===== config.mk =====
export PLATFORM = sky130hd
export DESIGN_NAME = mul_div_unit
export DESIGN_NICKNAME = d
export VERILOG_FILES = /design/src/rtl/mul_div_unit.sv
export SDC_FILE = /design/constraint.sdc
export NUM_CORES = 1
export LEC_CHECK = 0
export CORE_MARGIN = 2
export CORE_UTILIZATION = 30
export CTS_BUF_LIST = sky130_fd_sc_hd__clkbuf_4 sky130_fd_sc_hd__clkbuf_8
export DETAILED_ROUTE_END_ITERATION = 10
export SYNTH_ARGS = -nofsm -noshare
export SYNTH_HDL_FRONTEND = slang
export SYNTH_SLANG_ARGS = --single-unit

===== constraint.sdc =====
create_clock -name Clk -period 3.95 [get_ports Clk]
set_input_delay 0.395 -clock Clk [delete_from_list [all_inputs] [get_ports Clk]]
set_output_delay 0.395 -clock Clk [all_outputs]
set_load 0.1 [all_outputs]

===== src/rtl/mul_div_unit.sv =====
// Iterative 32-bit multiply/divide unit with HI/LO registers.
// Define MDU_FAST_MULT_EN for a single-cycle multiply path.
module mul_div_unit #(
  parameter int WIDTH = 32,
  parameter int CNT_W = 6
) (
  input  logic             Clk,
  input  logic             Reset_n,
  input  logic             Start,
  input  logic [1:0]       Op,
  input  logic [WIDTH-1:0] OpA,
  input  logic [WIDTH-1:0] OpB,
  input  logic             HiWe,
  input  logic             LoWe,
  output logic             Busy,
  output logic             Done,
  output logic             DivZero,
  output logic [WIDTH-1:0] Hi,
  output logic [WIDTH-1:0] Lo
);

  typedef enum logic [1:0] {
    IDLE,
    RUN,
    FIX
  } state_t;

  state_t             r_state;
  logic [CNT_W-1:0]   r_cnt;
  logic               r_div;
  logic               r_neg_q;
  logic               r_neg_r;
  logic               r_dz;
  logic [2*WIDTH-1:0] r_acc;
  logic [WIDTH-1:0]   r_b;

  logic               w_sa;
  logic               w_sb;
  logic [WIDTH-1:0]   w_ma;
  logic [WIDTH-1:0]   w_mb;
  logic [WIDTH:0]     w_add;
  logic [WIDTH:0]     w_trial;
  logic [2*WIDTH-1:0] w_div_nxt;
  logic [2*WIDTH-1:0] w_step;
  logic [2*WIDTH-1:0] w_prod;
  logic [WIDTH-1:0]   w_q;
  logic [WIDTH-1:0]   w_r;
  logic [WIDTH-1:0]   w_qm;
  logic [WIDTH-1:0]   w_rm;

  assign w_sa = ~Op[0] & OpA[WIDTH-1];
  assign w_sb = ~Op[0] & OpB[WIDTH-1];
  assign w_ma = w_sa ? (~OpA + 1'b1) : OpA;
  assign w_mb = w_sb ? (~OpB + 1'b1) : OpB;

  // Multiply: acc = {partial, multiplier}; add into upper half then shift.
  assign w_add = {1'b0, r_acc[2*WIDTH-1:WIDTH]}
               + {1'b0, (r_acc[0] ? r_b : '0)};

  // Divide: acc = {remainder, quotient/dividend}; trial-subtract each step.
  assign w_trial = r_acc[2*WIDTH-1:WIDTH-1] - {1'b0, r_b};
  assign w_div_nxt = w_trial[WIDTH]
    ? {r_acc[2*WIDTH-2:0], 1'b0}
    : {w_trial[WIDTH-1:0], r_acc[WIDTH-2:0], 1'b1};

  assign w_step = r_div ? w_div_nxt : {w_add, r_acc[WIDTH-1:1]};

  assign w_prod = r_neg_q ? (~r_acc + 1'b1) : r_acc;
  assign w_qm = r_acc[WIDTH-1:0];
  assign w_rm = r_acc[2*WIDTH-1:WIDTH];
  assign w_q = r_neg_q ? (~w_qm + 1'b1) : w_qm;
  assign w_r = r_neg_r ? (~w_rm + 1'b1) : w_rm;

`ifdef MDU_FAST_MULT_EN
  logic [2*WIDTH-1:0] w_fprod;
  assign w_fprod = (2*WIDTH)'(w_ma) * (2*WIDTH)'(w_mb);
`endif

  always_ff @(posedge Clk or negedge Reset_n) begin
    if (!Reset_n) begin
      r_state <= IDLE;
      r_cnt   <= '0;
      r_div   <= 1'b0;
      r_neg_q <= 1'b0;
      r_neg_r <= 1'b0;
      r_dz    <= 1'b0;
      r_acc   <= '0;
      r_b     <= '0;
      Busy    <= 1'b0;
      Done    <= 1'b0;
      DivZero <= 1'b0;
      Hi      <= '0;
      Lo      <= '0;
    end else begin
      Done    <= 1'b0;
      DivZero <= 1'b0;
      unique case (r_state)
        IDLE: begin
          if (Start) begin
            r_div   <= Op[1];
            r_neg_q <= w_sa ^ w_sb;
            r_neg_r <= w_sa;
            r_b     <= w_mb;
            r_cnt   <= '0;
            Busy    <= 1'b1;
            if (Op[1] && (OpB == '0)) begin
              r_dz    <= 1'b1;
              r_acc   <= {OpA, {WIDTH{1'b1}}};
              r_state <= FIX;
            end else begin
              r_dz    <= 1'b0;
`ifdef MDU_FAST_MULT_EN
              if (!Op[1]) begin
                r_acc   <= w_fprod;
                r_state <= FIX;
              end else begin
                r_acc   <= {{WIDTH{1'b0}}, w_ma};
                r_state <= RUN;
              end
`else
              r_acc   <= {{WIDTH{1'b0}}, w_ma};
              r_state <= RUN;
`endif
            end
          end else begin
            if (HiWe) Hi <= OpA;
            if (LoWe) Lo <= OpA;
          end
        end
        RUN: begin
          r_acc <= w_step;
          r_cnt <= r_cnt + 1'b1;
          if (r_cnt == CNT_W'(WIDTH-1)) r_state <= FIX;
        end
        FIX: begin
          Busy    <= 1'b0;
          Done    <= 1'b1;
          DivZero <= r_dz;
          r_cnt   <= '0;
          r_state <= IDLE;
          if (r_dz) begin
            {Hi, Lo} <= r_acc;
          end else if (r_div) begin
            Hi <= w_r;
            Lo <= w_q;
          end else begin
            {Hi, Lo} <= w_prod;
          end
        end
        default: r_state <= IDLE;
      endcase
    end
  end

endmodule


After elaboration in Yosys (flattened, before gate mapping)
Cells that the tools add are included.
{ "word_totals": {"register_bits": 175, "input_bits": 71, "out_inout_bits": 67} }
{ "classes": {"addsub": 8, "eq_ne": 8, "mux": 32, "n_bitwise": 9, "n_reduce_logical": 13} }
{ "op_table": {"columns": ["op", "count"], "rows": [
  ["two-way mux 32 bit", 13],
  ["two-way mux 64 bit", 5],
  ["adder 32 x 1 -> 32 bit, second input constant", 4],
  ["NOT 32 bit", 4],
  ["case mux 32 bit (2 select lines)", 2],
  ["case mux 64 bit (2 select lines)", 1],
  ["adder 64 x 1 -> 64 bit, second input constant", 1],
  ["NOT 64 bit", 1],
  ["adder 32 x 32 -> 33 bit", 1],
  ["subtractor 33 x 32 -> 33 bit", 1],
  ["logical NOT 32 bit", 1],
  ["case mux 6 bit (3 select lines)", 1],
  ["!= test 2 bit, second input constant", 5],
  ["AND reduction 2 bit", 5],
  ["adder 6 x 1 -> 6 bit, second input constant", 1],
  ["equality test 6 x 5 -> 1 bit, second input constant", 1],
  ["two-way mux 2 bit", 3],
  ["two-way mux 6 bit", 1],
  ["AND reduction 3 bit", 2],
  ["two-way mux 1 bit", 4],
  ["case mux 2 bit (2 select lines)", 1],
  ["nonzero test 2 bit", 2],
  ["nonzero test 3 bit", 1],
  ["bitwise AND 1 bit", 2],
  ["other kinds (7)", 7]
]} }

Logic depth before layout (Yosys ltp)
{ "depth": {"ltp_word": 6, "ltp_mapped": 15} }

Worst setup path after synthesis
No wires, ideal clock.
{ "synth_path": {"kind": "flip-flop to flip-flop", "startpoint": "register r_acc[0]", "endpoint": "register r_acc[61]", "setup_time_ps": 110, "arrival_time_ps": 3143, "t_required_ps": 3840, "slack_ps": 697, "path_stages_with_launch": 14, "path_buffers": 0, "cell_sequence": "dfrtp_1 > and2_1 > ha_1 > fa_1 > a211oi_1 > o21ai_0 > a21oi_1 > o21bai_1 > a21o_1 > a21oi_1 > o21ai_0 > o41ai_1 > xor2_1 > o41ai_1"} }
{ "synth_between": {"elab_chain_len": 4} }
{ "synth_rtl": {"columns": ["element", "line_no", "source"], "rows": [
  ["start, declared", "34", "logic [2*WIDTH-1:0] r_acc;"],
  ["start signal, assigned", "108", "r_acc <= {OpA, {WIDTH{1'b1}}};"],
  ["start signal, assigned", "121", "r_acc <= {{WIDTH{1'b0}}, w_ma};"],
  ["start signal, assigned", "131", "r_acc <= w_step;"],
  ["two-way mux 32 bit", "58", "+ {1'b0, (r_acc[0] ? r_b : '0)};"],
  ["adder 32 x 32 -> 33 bit", "58", null],
  ["two-way mux 64 bit", "66", "assign w_step = r_div ? w_div_nxt : {w_add, r_acc[WIDTH-1:1]};"],
  ["case mux 64 bit (2 select lines)", "97", "unique case (r_state)"]
]} }
No other way between the ends.
A chain may end at the register's enable or synchronous reset.

Worst setup path after layout
{ "layout_path": {"startpoint": "register r_acc[31]", "endpoint": "register r_acc[36]"} }
{ "layout_between": {"elab_chain_len": 4} }
{ "layout_rtl": {"columns": ["element", "line_no", "source"], "rows": [
  ["subtractor 33 x 32 -> 33 bit", "61", "assign w_trial = r_acc[2*WIDTH-1:WIDTH-1] - {1'b0, r_b};"],
  ["two-way mux 64 bit", "63", "? {r_acc[2*WIDTH-2:0], 1'b0}"],
  ["two-way mux 64 bit", "66", null],
  ["case mux 64 bit (2 select lines)", "97", null]
]} }
No other way between the ends.

==> summary by stage <==
Yosys
Of the post-synthesis cell area, the dominant cell type holds 0.284. The cell taking the most area after synthesis is sky130_fd_sc_hd__dfrtp_1. The post-synthesis async set-or-reset flop share is 1.00.

Counting flops with a built-in enable in the synthesized netlist gives 0. By area the synthesized netlist is led by sky130_fd_sc_hd__dfrtp_1 (28%), sky130_fd_sc_hd__a21oi_1 (6.2%), sky130_fd_sc_hd__nor2_1 (5.9%), sky130_fd_sc_hd__ha_1 (5.6%), sky130_fd_sc_hd__nand2_1 (5.3%). The number of library cell types mapped by synthesis is 92. The flip-flop and latch count after synthesis is 175. The post-synthesis cell count is 1988.

After synthesis, the mean cell area works out to 7.75 um^2. The number of warnings issued by yosys is 0. The synthesized netlist occupies a cell area of 15400 um^2.

The net count after synthesis is 2130. Among all flip-flop cells after synthesis, the most frequent one is sky130_fd_sc_hd__dfrtp_1. The register area share after synthesis is 0.284.

Routing
The routed design uses 27200 um of met2 wire. The final route contains 15700 vias. The detail route stage leaves a number of antenna-violating nets equal to 0. Dividing the detail-routed via count by the number of cells gives 5.64.

The first-iteration detailed-routing DRC count is 1709. The pre-antenna-repair detailed-routing pass consisted of 6 iterations. In the detailed route, the total length drawn on met3 is 4440 um. The number of remaining DRC errors is 0.

The uppermost layer routed is met4. The routed wirelength normalized by instance count is 21.7 um. The met1 layer wirelength in the final routing is 27100 um. Wires add up to 60500 um.

Timing
For the pin with the worst max-slew slack, the measured transition is 1.09 ns. Setup repair after global routing left no endpoint under its margin. The setup clock skew after layout is 0.0347 ns. The top achievable clock speed is 0.276 GHz. The tightest hold path in the finished design has a slack of 0.478 ns. The worst setup slack after layout is 0.324 ns. Headroom to the max-slew limit came out at 0.271.

The number of slew-limit violations in the final report is 0. Setup violations remaining at the end of the flow were counted as 0. For the final routed database, the setup TNS stands at 0 ns. In the finished design, the share of the clock period the worst path needs comes to 0.918. The minimum clock period after layout is 3.63 ns. The total count of hold-check failures in the final report was 0.

Clock network
The number of H-tree branching levels is 4. The clock transition at the registers of the reported paths is 0.12 ns. The latest clock arrival within the worst-skew pair is 0.55 ns. In this run the post-CTS setup repair buffer count came out at 0. The longest clock path from root to sink contains 2 buffers.

TritonCTS built the clock tree. The number of sinks driven by the clock tree is 175. The number of buffers added by the clock tree synthesis step is 17.

The cell at the root of the clock tree is sky130_fd_sc_hd__clkbuf_8.

Worst setup path
The launch point of the worst path is r_acc[31]$_DFFE_PN0P_. The peak fanout along the critical path is 22. The class of the most critical setup path is reg2reg. The kind of capture point of the worst setup path is a flop. The startpoint identified for the worst register-to-register timing path is r_acc[31]$_DFFE_PN0P_. The signal arrival time at the worst endpoint is 4.05 ns. STA classifies the critical path startpoint as a flop.

Data on the critical path is required at its endpoint by 4.37 ns.

Placed design
Before CTS, the worst setup slack after placement is 0.268 ns. Detailed placement finished with a half-perimeter wire length of 46600 um. Routability-driven placement finished with a final weighted congestion of 0.983. The port buffer count is 137.

Global routing
The first global-routing pass estimated 92400 um of wire. The total global routing overflow is 0. The via count of the first global-routing pass is 15000. Entering global routing, the biggest net connects 86 pins. The initial antenna violation count is 0.

The overall routing resource usage is 0.226.

Floorplan
The initial utilization of the core area, before any placement, comes to 0.302. In this run the horizontal extent of the chip is 231 um. The floorplan step defined a die boundary enclosing 53200 um^2.

The area of the core region is 51000 um^2. The top-level port count is 138. From bottom edge to top edge, the die measures 231 um. The floorplan has 83 rows.

Final layout
The number of inserted diodes is 0. In the final layout, the multi-input gates occupy 10200 um^2. The net total in the final layout is 2239. The share of cells above drive strength 1 is 0.0882.

The layout has 5385 filler cells. The library cells used most frequently in the layout, excluding fill and tap cells, are sky130_fd_sc_hd__nor2_1 (243), sky130_fd_sc_hd__nand2_1 (215), sky130_fd_sc_hd__a21oi_1 (190), sky130_fd_sc_hd__dfrtp_1 (173), sky130_fd_sc_hd__o21ai_0 (141). The commonest non-fill, non-tap cell in the layout is sky130_fd_sc_hd__nor2_1. The layout overhead on the synthesized area is 18.5%.

Registers take 4380 um^2.

Outcome
The flow ran to the end, and the final reports show no timing, DRC or antenna violations.

Job
The max capacitance violation total is 0.

Min path
The kind of path behind the tightest hold check is in2async.
## synth_stat cells, types with 10 or more instances
library cell and number:
sky130_fd_sc_hd__nor2_1 244, sky130_fd_sc_hd__nand3_1 26, sky130_fd_sc_hd__a21o_1 47, sky130_fd_sc_hd__o22ai_1 15, sky130_fd_sc_hd__nor2b_1 12, sky130_fd_sc_hd__xnor2_1 88, sky130_fd_sc_hd__o21ai_1 18, sky130_fd_sc_hd__xor2_1 83
sky130_fd_sc_hd__o211ai_1 17, sky130_fd_sc_hd__nor3_1 36, sky130_fd_sc_hd__a221oi_1 19, sky130_fd_sc_hd__or2_2 10, sky130_fd_sc_hd__o31ai_1 52, sky130_fd_sc_hd__o21bai_1 11, sky130_fd_sc_hd__a31oi_1 13, sky130_fd_sc_hd__o221ai_1 11
sky130_fd_sc_hd__ha_1 69, sky130_fd_sc_hd__nor4_1 15, sky130_fd_sc_hd__a211oi_1 16, sky130_fd_sc_hd__o21ai_0 141, sky130_fd_sc_hd__inv_1 65, sky130_fd_sc_hd__or3_1 15, sky130_fd_sc_hd__dfrtp_1 175, sky130_fd_sc_hd__a22oi_1 22
sky130_fd_sc_hd__nand2b_1 20, sky130_fd_sc_hd__clkbuf_1 115, sky130_fd_sc_hd__a21oi_1 191, sky130_fd_sc_hd__nand2_1 216, sky130_fd_sc_hd__mux2_2 13, sky130_fd_sc_hd__nand4_1 14, sky130_fd_sc_hd__mux2i_1 39
## what timing repair did
action / in CTS / in global routing
hold buffers: 1 / 0
setup endpoints to repair: 0 / 3
gates resized for setup: 0 / 2
endpoints found under the hold margin: 63 / 0
## metal layers
metal / vias to the layer above / track usage
met5: - / 0
met4: 0 / 0.0728
met3: 86 / 0.0368
met2: 666 / 0.356
met1: 7627 / 0.315
li1: 7362 / -
## through the flow
stage          cell area [um^2]  utilization  std cells
3_3_place_gp              17800        0.349       2757
3_5_place_dp              17800        0.349       2757
4_1_cts                   18200        0.358       2790
2_1_floorplan             15400            -       1988
6_report                  18200        0.358       2790
5_1_grt                   18200        0.358       2790
## worst max-delay path: stages, from the launching register on
cell                       delay [ns]
sky130_fd_sc_hd__dfrtp_1         0.38
sky130_fd_sc_hd__inv_1           0.13
sky130_fd_sc_hd__ha_1            0.26
sky130_fd_sc_hd__fa_1            0.38
sky130_fd_sc_hd__and2b_2         0.25
sky130_fd_sc_hd__o211ai_2        0.13
sky130_fd_sc_hd__a31o_2          0.30
sky130_fd_sc_hd__o21ai_4         0.21
sky130_fd_sc_hd__a21oi_4         0.13
sky130_fd_sc_hd__a21oi_4         0.19
sky130_fd_sc_hd__xor2_4          0.19
sky130_fd_sc_hd__buf_12          0.21
sky130_fd_sc_hd__buf_4           0.17
sky130_fd_sc_hd__mux2i_1         0.20
sky130_fd_sc_hd__a21oi_1         0.09
sky130_fd_sc_hd__a211o_1         0.23
## area by class of cell
cell class,instances,share of cell area
Clock buffer,19,0.0143
Clock inverter,13,0.00905
Timing Repair Buffer,227,0.114
Sequential cell,175,0.240
Inverter,67,0.0138
Multi-Input combinational cell,1609,0.562
Tap cell,680,0.0466
## state kept, by name (all words and copies together), names as in the netlist
register / count
Busy: 1
DivZero: 1
Done: 1
Hi: 32
Lo: 32
r_acc: 64
r_b: 32
r_cnt: 6
r_div: 1
r_dz: 1
r_neg_q: 1
r_neg_r: 1
r_state: 2
## path summary, 6_finish.rpt
| kind | slack, ns | cells past startpoint | to |
|---|---|---|---|
| min in group Clk | 0.49 | 2 | Lo[20]$_DFFE_PN0P_ |
| worst min-delay path | 0.48 | 2 | Lo[7]$_DFFE_PN0P_ |
| worst max register to register | 0.32 | 15 | r_acc[36]$_DFFE_PN0P_ |
| worst max-delay path | 0.32 | 15 | r_acc[36]$_DFFE_PN0P_ |
| worst min register to register | 0.49 | 2 | Lo[20]$_DFFE_PN0P_ |
| max in group asynchronous | 2.52 | 3 | Hi[25]$_DFFE_PN0P_ |
## kinds of logic (layout without fill, tap and decap cells)
group | Yosys count | count (layout) | share of synthesized area
adders and majority gates | 71 | 71 | 0.0586
and+or+nand+nor | 672 | 672 | 0.206
AOI/OAI and AO/OA | 641 | 641 | 0.265
xor gates and xnor gates | 172 | 172 | 0.0990
buffers and inverters | 204 | 326 | 0.0522
muxes | 53 | 53 | 0.0356
DFF | 175 | 175 | 0.284
Power is not shown: default switching activity piles up to over one toggle a cycle in this logic, so the estimate is an artifact.
